## config.mk

```make
export PLATFORM = sky130hd
export DESIGN_NAME = gauss_window_ctrl
export DESIGN_NICKNAME = d
export VERILOG_FILES = /design/src/rtl/gauss_window_ctrl.sv
export SDC_FILE = /design/constraint.sdc
export NUM_CORES = 1
export LEC_CHECK = 0
export BUFFER_PORTS_ARGS = -buffer_cell sky130_fd_sc_hd__buf_2
export CAP_MARGIN = 10
export CORE_MARGIN = 1
export CORE_UTILIZATION = 40
export CTS_CLUSTER_DIAMETER = 150
export DETAILED_ROUTE_END_ITERATION = 10
export PLACE_DENSITY = 0.6
export SLEW_MARGIN = 10
export SYNTH_ARGS = -nofsm -noshare
export SYNTH_HDL_FRONTEND = slang
export SYNTH_SLANG_ARGS = --single-unit
```

## constraint.sdc

```tcl
create_clock -name clk_i_g -period 13.9 [get_ports clk_i_g]
set_input_delay 1.39 -clock clk_i_g [delete_from_list [all_inputs] [get_ports clk_i_g]]
set_output_delay 1.39 -clock clk_i_g [all_outputs]
set_load 0.1 [all_outputs]
```

## src/rtl/gauss_window_ctrl.sv

```systemverilog
// Frame sequencer for the gauss1 3x3 core: fetches each interior window, runs the core, stores the result.
// Optional cycle/pixel counters are enabled by defining GAUSS_CTRL_PERF_CNT_EN.
module gauss_window_ctrl #(
  parameter int IMG_W       = 8,
  parameter int IMG_H       = 8,
  parameter int ADDR_W      = 16,
  parameter int FLT_TIMEOUT = 64
) (
  input  logic              clk_i_g,
  input  logic              rst_i_g,
  input  logic              start_i,
  output logic              busy_o,
  output logic              done_o,
  output logic              err_o,
  output logic              rd_en_o,
  output logic [ADDR_W-1:0] rd_addr_o,
  input  logic [7:0]        rd_data_i,
  output logic [7:0]        win_o_0,
  output logic [7:0]        win_o_1,
  output logic [7:0]        win_o_2,
  output logic [7:0]        win_o_3,
  output logic [7:0]        win_o_4,
  output logic [7:0]        win_o_5,
  output logic [7:0]        win_o_6,
  output logic [7:0]        win_o_7,
  output logic [7:0]        win_o_8,
  output logic              flt_en_o,
  input  logic              flt_done_i,
  input  logic [7:0]        flt_data_i,
  output logic              wr_en_o,
  output logic [ADDR_W-1:0] wr_addr_o,
  output logic [7:0]        wr_data_o
`ifdef GAUSS_CTRL_PERF_CNT_EN
  ,
  output logic [31:0]       cycle_cnt_o,
  output logic [ADDR_W-1:0] pix_cnt_o
`endif
);

  // state | meaning
  // IDLE  | waiting for start_i
  // FETCH | nine window reads plus one trailing capture cycle
  // RUN   | core enabled, waiting for flt_done_i or timeout
  // WRITE | result written to output RAM
  // GAP   | core disabled for one cycle, then advance to next pixel
  // DONE  | one-cycle done_o pulse
  typedef enum logic [2:0] {IDLE, FETCH, RUN, WRITE, GAP, DONE} state_t;

  localparam int CW = $clog2((IMG_W > IMG_H) ? IMG_W : IMG_H);
  localparam int TW = (FLT_TIMEOUT > 1) ? $clog2(FLT_TIMEOUT) : 1;
  localparam logic [CW-1:0]     COL_LAST = CW'(IMG_W - 2);
  localparam logic [CW-1:0]     ROW_LAST = CW'(IMG_H - 2);
  localparam logic [TW-1:0]     TMR_LOAD = TW'(FLT_TIMEOUT - 1);
  localparam logic [ADDR_W-1:0] IMG_W_A  = ADDR_W'(IMG_W);
  localparam logic [ADDR_W-1:0] OUT_W_A  = ADDR_W'(IMG_W - 2);

  state_t            state, state_nxt;
  logic [CW-1:0]     row, col;
  logic [3:0]        k;
  logic [TW-1:0]     tmr;
  logic [7:0]        win [9];
  logic [7:0]        result;
  logic              err;
  logic [ADDR_W-1:0] fetch_addr, out_addr;
  logic              last_pix;

  assign fetch_addr = (ADDR_W'(row) + ADDR_W'(k / 4'd3) - ADDR_W'(1)) * IMG_W_A
                    + ADDR_W'(col) + ADDR_W'(k % 4'd3) - ADDR_W'(1);
  assign out_addr   = (ADDR_W'(row) - ADDR_W'(1)) * OUT_W_A + ADDR_W'(col) - ADDR_W'(1);
  assign last_pix   = (col == COL_LAST) && (row == ROW_LAST);

  always_ff @(posedge clk_i_g or negedge rst_i_g) begin
    if (!rst_i_g) state <= IDLE;
    else          state <= state_nxt;
  end

  always_comb begin
    state_nxt = state;
    case (state)
      IDLE:    if (start_i) state_nxt = FETCH;
      FETCH:   if (k == 4'd9) state_nxt = RUN;
      RUN:     if (flt_done_i || (tmr == '0)) state_nxt = WRITE;
      WRITE:   state_nxt = GAP;
      GAP:     state_nxt = last_pix ? DONE : FETCH;
      DONE:    state_nxt = IDLE;
      default: state_nxt = IDLE;
    endcase
  end

  always_ff @(posedge clk_i_g or negedge rst_i_g) begin
    if (!rst_i_g) begin
      row    <= '0;
      col    <= '0;
      k      <= '0;
      tmr    <= '0;
      result <= '0;
      err    <= 1'b0;
      for (int i = 0; i < 9; i++) win[i] <= '0;
    end else begin
      case (state)
        IDLE: begin
          if (start_i) begin
            row <= CW'(1);
            col <= CW'(1);
            k   <= '0;
            err <= 1'b0;
          end
        end
        FETCH: begin
          // RAM data lags the read strobe by one cycle, so slot k-1 lands now
          if (k != 4'd0) win[k - 4'd1] <= rd_data_i;
          if (k == 4'd9) begin
            k   <= '0;
            tmr <= TMR_LOAD;
          end else begin
            k <= k + 4'd1;
          end
        end
        RUN: begin
          if (flt_done_i) begin
            result <= flt_data_i;
          end else if (tmr == '0) begin
            result <= '0;
            err    <= 1'b1;
          end else begin
            tmr <= tmr - TW'(1);
          end
        end
        GAP: begin
          if (col != COL_LAST) begin
            col <= col + CW'(1);
          end else if (row != ROW_LAST) begin
            col <= CW'(1);
            row <= row + CW'(1);
          end
        end
        default: ;
      endcase
    end
  end

`ifdef GAUSS_CTRL_PERF_CNT_EN
  always_ff @(posedge clk_i_g or negedge rst_i_g) begin
    if (!rst_i_g) begin
      cycle_cnt_o <= '0;
      pix_cnt_o   <= '0;
    end else if ((state == IDLE) && start_i) begin
      cycle_cnt_o <= '0;
      pix_cnt_o   <= '0;
    end else begin
      if (busy_o)  cycle_cnt_o <= cycle_cnt_o + 32'd1;
      if (wr_en_o) pix_cnt_o   <= pix_cnt_o + ADDR_W'(1);
    end
  end
`endif

  assign busy_o    = (state == FETCH) || (state == RUN) || (state == WRITE) || (state == GAP);
  assign done_o    = (state == DONE);
  assign err_o     = err;
  assign rd_en_o   = (state == FETCH) && (k != 4'd9);
  assign rd_addr_o = rd_en_o ? fetch_addr : '0;
  assign flt_en_o  = (state == RUN);
  assign wr_en_o   = (state == WRITE);
  assign wr_addr_o = wr_en_o ? out_addr : '0;
  assign wr_data_o = wr_en_o ? result : '0;

  assign win_o_0 = win[0];
  assign win_o_1 = win[1];
  assign win_o_2 = win[2];
  assign win_o_3 = win[3];
  assign win_o_4 = win[4];
  assign win_o_5 = win[5];
  assign win_o_6 = win[6];
  assign win_o_7 = win[7];
  assign win_o_8 = win[8];

endmodule

```

==> impl_metrics.yaml, run 1 <==
floorplan:
  ios: 138
  num_rows: 45
  start_util_pct: 41.44
  dieArea_mm2: 0.01637
  die_h_um: 128.0
  die_w_um: 128.0
  core_mm2: 0.01531
drt:
  drtIter0Drc: 180
  drtPass1Iterations: 4
  totalWireLength_um: 14650
  drtAntennaViolNets: 0
  viasPerCell: 5.084
  routed-via-count: 4911
  wl_per_cell_um: 15.16
  route.detailed.drc: 0
synth:
  synthCells: 626
  ys_warn_count: 0
  async_flop_share_pct: 100.0
  synth_seq_area_share_pct: 39.43
  synth_edf_count: 0
  avgSynthCellArea_um2: 10.14
  synth_cell_type_count: 64
  syn-cell-area_mm2: 0.006346
  synthFlopType: "dfrtp_1"
  synth_nets: 699
  netlist.area_leader.share_pct: 39.43
  synth_seq_cells: 100
  synthTopCellsByArea: "dfrtp_1, mux2_2, ha_1"
  synth_area_leader_cell: "dfrtp_1"
global_routing:
  antenna_found_initial: 0
  grt_max_degree: 88
  grt_overflow: 0
  track_usage_pct: 18.69
  grt_pass1_wl_um: 24430
  grt_pass1_vias: 4867
sta:
  max_slew_margin_pct: 24.69
  fin_crit_sh_pct: 60.60
  finalSetupTns_ps: 0
  finClkSkew_ps: 10.40
  hold-worst-slack_ps: 500.6
  tightest_slew_ps: 1120
  rsz0062_at_grt: "no"
  min_period_ps: 8424
  setup_viol: 0
  hold_violations: 0
  max_freq_ghz: 0.1187
  maxSlewViolCount: 0
  setup_slack_ps: 5476
layout:
  seqCellArea_mm2: 0.002502
  layout_common_cells: "buf_2, dfrtp_1, mux2_2"
  areaGrowthSynthToFinish_pct: 18.00
  layout-drive-gt1-share_pct: 32.32
  final.fill_count: 1475
  multi_input_area_mm2: 0.003530
  layout.nets: 823
  final_common_cell: "buf_2"
  antennaDiodeCount: 0
clocking:
  post-cts-setup-buffer-count: 0
  cts.sinks: 100
  h-tree-depth: 3
  cts.hold.buffers_added: 0
  cts_buffer_depth: 2
  clk_latency_ps: 340
  cts_tree: "done"
  clk_pin_slew_ps: 70
  clockRootBuffer: "clkbuf_16"
  cts_buffers: 9
  ctsResizeCount: 0
worst_hold_path:
  min_path_cells: 1
  hold_path.class: "reg -> reg"
job:
  drv_cap: 0
place:
  place_congestion: 0.8046
  port_buffers: 137
  post-dp-hpwl_um: 11180
  pre_cts_ws_ps: 5839
status:
  outcome: "finished clean"
critical_path:
  startpoint_type: "flip-flop"
  crit_path_max_fanout: 24
  arrival_ps: 7030
  reg2reg_depth: 7
  cp-end-kind: "output port"
  worstSetupPathType: "reg -> out"
  critical_path_required_ps: 12510
synth_stat cells (9+ instances only):
master      n
a21o_1      9
a21oi_1    28
and2_1     15
and3_1      9
clkbuf_1   11
dfrtp_1   100
ha_1       47
inv_1      47
mux2_2     72
nand2_1    39
nand2b_1   10
nand3_1    12
nor2_1     46
nor2b_1    12
nor3_1     15
o21ai_0    26
xnor2_1    15
xor2_1     13
path summary, 6_finish.rpt:
check | end | slack [ps] | startpoint
max | rd_addr_o[15] | 5480 | k[3]
min | win_o_1[1] | 500 | win_o_1[1]
max reg2reg | tmr[5] | 10970 | state[0]
min reg2reg | win_o_1[1] | 500 | win_o_1[1]
max in group asynchronous | win_o_6[4] | 11730 | rst_i_g
min in group asynchronous | win_o_0[1] | 880 | rst_i_g
through the flow:
step	cells	area [um^2]	utilization, %
2_1_floorplan	626	6346	-
3_3_place_gp	950	7179	46.88
3_5_place_dp	950	7179	46.88
4_1_cts	966	7488	48.90
5_1_grt	966	7488	48.90
6_report	966	7488	48.90
cell type report:
type / count / area share (%)
sequential: 100 / 33.42
multi-input combinational: 452 / 47.13
timing repair buffer: 139 / 9.390
clock inverter: 6 / 0.9357
tap: 211 / 3.525
clock buffer: 10 / 3.191
inverter: 48 / 2.406
metal layers:
layer | GRT usage [%] | vias up | share of wire (%)
li1 | - | 2419 | -
met1 | 23.54 | 2377 | 44
met2 | 31.68 | 107 | 49
met3 | 5.301 | 8 | 6.5
met4 | 4.429 | 0 | 0.59
met5 | 0 | - | 0
registers in the layout, indices dropped and copies added, names as in the netlist:
register  flops
win_o_7       8
win_o_3       8
row           3
win_o_2       8
err_o         1
k             4
state         3
tmr           6
win_o_8       8
result        8
win_o_4       8
win_o_1       8
win_o_0       8
win_o_5       8
col           3
win_o_6       8
worst max-delay path: stages, from the launching register on:
cell,delay (ps)
dfrtp_1,620
nand2b_1,320
inv_1,200
ha_1,460
a22oi_2,230
and2_1,270
nand2_1,80
o21ai_0,120
ha_1,310
or4_4,610
inv_2,110
ha_1,140
inv_1,40
ha_1,180
inv_1,70
fa_1,400
ha_1,290
inv_1,40
ha_1,340
o21ai_0,100
a21oi_1,100
o41a_1,370
and3_1,210
o32a_1,360
o21ai_0,70
nor3b_1,180
buf_2,460
cell families after synthesis:
| kind of cell | after synthesis | share of synthesized area (%) |
|---|---|---|
| adders and majority gates | 54 | 11.34 |
| AOI/OAI and AO/OA | 114 | 11.95 |
| xor gates and xnor gates | 28 | 3.864 |
| muxes | 75 | 13.25 |
| buffers and inverters | 74 | 4.949 |
| DFF | 100 | 39.43 |
| and+or+nand+nor | 181 | 15.22 |
Power of run 1 is not shown: default switching activity piles up to over one toggle a cycle in this logic, so the estimate is an artifact.
==> inputs of run 2 (changes only) <==
--- a/config.mk
+++ b/config.mk
@@ -5,13 +5,14 @@
 export SDC_FILE = /design/constraint.sdc
 export NUM_CORES = 1
 export LEC_CHECK = 0
+export ABC_AREA = 1
 export BUFFER_PORTS_ARGS = -buffer_cell sky130_fd_sc_hd__buf_2
 export CAP_MARGIN = 10
 export CORE_MARGIN = 1
 export CORE_UTILIZATION = 40
 export CTS_CLUSTER_DIAMETER = 150
 export DETAILED_ROUTE_END_ITERATION = 10
-export PLACE_DENSITY = 0.6
+export PLACE_DENSITY = 0.62
 export SLEW_MARGIN = 10
 export SYNTH_ARGS = -nofsm -noshare
 export SYNTH_HDL_FRONTEND = slang
==> constraint.sdc (replaced) <==
create_clock -name clk_i_g -period 6.8 [get_ports clk_i_g]
set_input_delay 0.68 -clock clk_i_g [delete_from_list [all_inputs] [get_ports clk_i_g]]
set_output_delay 0.68 -clock clk_i_g [all_outputs]
set_load 0.1 [all_outputs]
==> impl_metrics.yaml, run 2 <==
synth:
  async_flop_share_pct: 100.0
  synth_top_family_by_area: "simple AND/OR/NAND/NOR gates"
  synth.top_cells.by_count: "nand2_1, inv_1, dfrtp_1, nor2_1, a21oi_1"
  synth_compound_area_share_pct: 14.40
  yosysMostFrequentCell: "nand2_1"
  avgSynthCellArea_um2: 7.884
  synth_fa_ha_area_share_pct: 11.56
  synth_simple_gate_area_share_pct: 22.39
  synth_seq_area_share_pct: 40.85
  ys_warn_count: 0
  synth_edf_count: 0
  synthTopCellsByArea: "dfrtp_1, ha_1, nand2_1"
  synthXorXnorAreaFrac_pct: 1.716
  synth_cell_type_count: 44
  synth_mux_area_share_pct: 0
  synthFlopType: "dfrtp_1"
  synth_seq_cells: 100
  netlist.area_leader.share_pct: 40.85
  synth_area_leader_cell: "dfrtp_1"
  synth_nets: 850
  synthCells: 777
  syn-cell-area_mm2: 0.006126
critical_path:
  critical_path_required_ps: 6120
  cp-end-kind: "output port"
  critPathSlowestCell: "dfrtp_1"
  cpMostUsedCell: "ha_1"
  reg2reg_depth: 7
  arrival_ps: 5550
  worstSetupPathType: "reg -> out"
  ff2ff_setup_slack_ps: 4330
  critPathLaunch: "k[2]"
  r2r-start: "k[1]"
  r2r_end: "tmr[2]"
  startpoint_type: "flip-flop"
  crit_path_max_fanout: 9
  max_stage_delay_ps: 450
floorplan:
  start_util_pct: 41.52
  num_rows: 44
  core_mm2: 0.01475
  die_w_um: 125.8
  ios: 138
  dieArea_mm2: 0.01581
  die_h_um: 125.8
sta:
  finClkSkew_ps: 5.091
  maxSlewViolCount: 0
  max_freq_ghz: 0.1606
  setup_viol: 0
  fin_crit_sh_pct: 91.57
  tightest_slew_ps: 1016
  finalSetupTns_ps: 0
  rsz0062_at_grt: "no"
  max_slew_margin_pct: 32.24
  min_period_ps: 6227
  hold_violations: 0
clocking:
  cts_tree: "done"
  cts.sinks: 100
  h-tree-depth: 3
  ctsResizeCount: 0
  cts_buffers: 9
  post-cts-setup-buffer-count: 0
  clockRootBuffer: "clkbuf_16"
  cts_buffer_depth: 2
  clk_latency_ps: 350
  clk_pin_slew_ps: 70
  cts.hold.buffers_added: 0
drt:
  wl_per_cell_um: 13.43
  drtAntennaViolNets: 0
  totalWireLength_um: 14700
  route.detailed.drc: 0
  viasPerCell: 4.873
  drtIter0Drc: 239
  routed-via-count: 5331
  drtPass1Iterations: 4
place:
  place_congestion: 0.8736
  port_buffers: 137
  post-dp-hpwl_um: 10980
global_routing:
  grt_overflow: 0
  grt_max_degree: 81
  antenna_found_initial: 0
  grt_pass1_wl_um: 25020
  grt_pass1_vias: 5080
  track_usage_pct: 19.58
layout:
  final.fill_count: 1503
  antennaDiodeCount: 0
  areaGrowthSynthToFinish_pct: 18.16
  seqCellArea_mm2: 0.002502
  multi_input_area_mm2: 0.003079
  layout_common_cells: "buf_2, nand2_1, inv_1"
  layout.nets: 978
  final_common_cell: "buf_2"
  layout-drive-gt1-share_pct: 20.66
worst_hold_path:
  hold_path.class: "in -> async"
job:
  drv_cap: 0
status:
  outcome: "finished clean"
==> run 2: cell types whose count changed in the layout (fill, tap and decap cells not counted), moves of 14 or more <==
cell     change
mux2_2      -72
o21ai_0     +42
nand2_1     +84
a21oi_1     +44
nand3_1     +27
nor2_1      +54
and2_1      -14
inv_1       +65
==> run 2: how the worst max path moves through the flow <==
stage                               end  slack, ps  cells past startpoint
after floorplan            rd_addr_o[6]        250                     25
after global placement     rd_addr_o[8]       1010                     29
after detailed placement   rd_addr_o[8]        940                     29
after CTS                  rd_addr_o[8]        540                     29
after global routing      rd_addr_o[15]         40                     32
final                      rd_addr_o[8]        570                     29
==> run 2: through the flow <==
stage	hold slack [ps]	setup slack (ps)	cells	utilization [%]	instance area, um^2
6_report	198.8	573.4	1094	49.06	7238
5_1_grt	211.9	40.48	1094	49.06	7238
4_1_cts	197.6	544.8	1094	49.04	7236
3_5_place_dp	467.2	940.2	1078	47.16	6958
3_3_place_gp	462.3	1015	1078	47.16	6958
2_1_floorplan	384.4	254.3	777	-	6138
==> run 2: final cells by class <==
cell class / instances / share of cell area [%]
timing repair buffer: 139 / 9.749
sequential: 100 / 34.57
clock buffer: 10 / 3.163
clock inverter: 6 / 0.6742
multi-input combinational: 537 / 42.54
inverter: 118 / 6.119
tap: 184 / 3.181
==> run 2: metal layers <==
metal  part of all wire (%)  track usage (%)  vias to the layer above
li1                       -                -                     2767
met1                     49            27.30                     2439
met2                     44            30.39                      116
met3                    6.3            5.565                        9
met4                   0.46            4.040                        0
met5                      0                0                        -
==> run 2: worst max-delay path: cells and delay by family (launching register included) <==
| family | cells | cell delay [ps] |
|---|---|---|
| adders and majority gates | 7 | 1850 |
| AOI/OAI and AO/OA | 5 | 650 |
| buffers and inverters | 8 | 950 |
| and+or+nand+nor | 9 | 1300 |
| DFF | 1 | 450 |
==> run 2: cells by family (layout without fill, tap and decap cells) <==
logic type                 count (synthesis)  count (layout)
AOI/OAI and AO/OA                        164             164
xor gates and xnor gates                  12              12
adders and majority gates                 53              53
buffers and inverters                    140             273
DFF                                      100             100
and+or+nand+nor                          308             308
Power of run 2 is left out for the same reason.
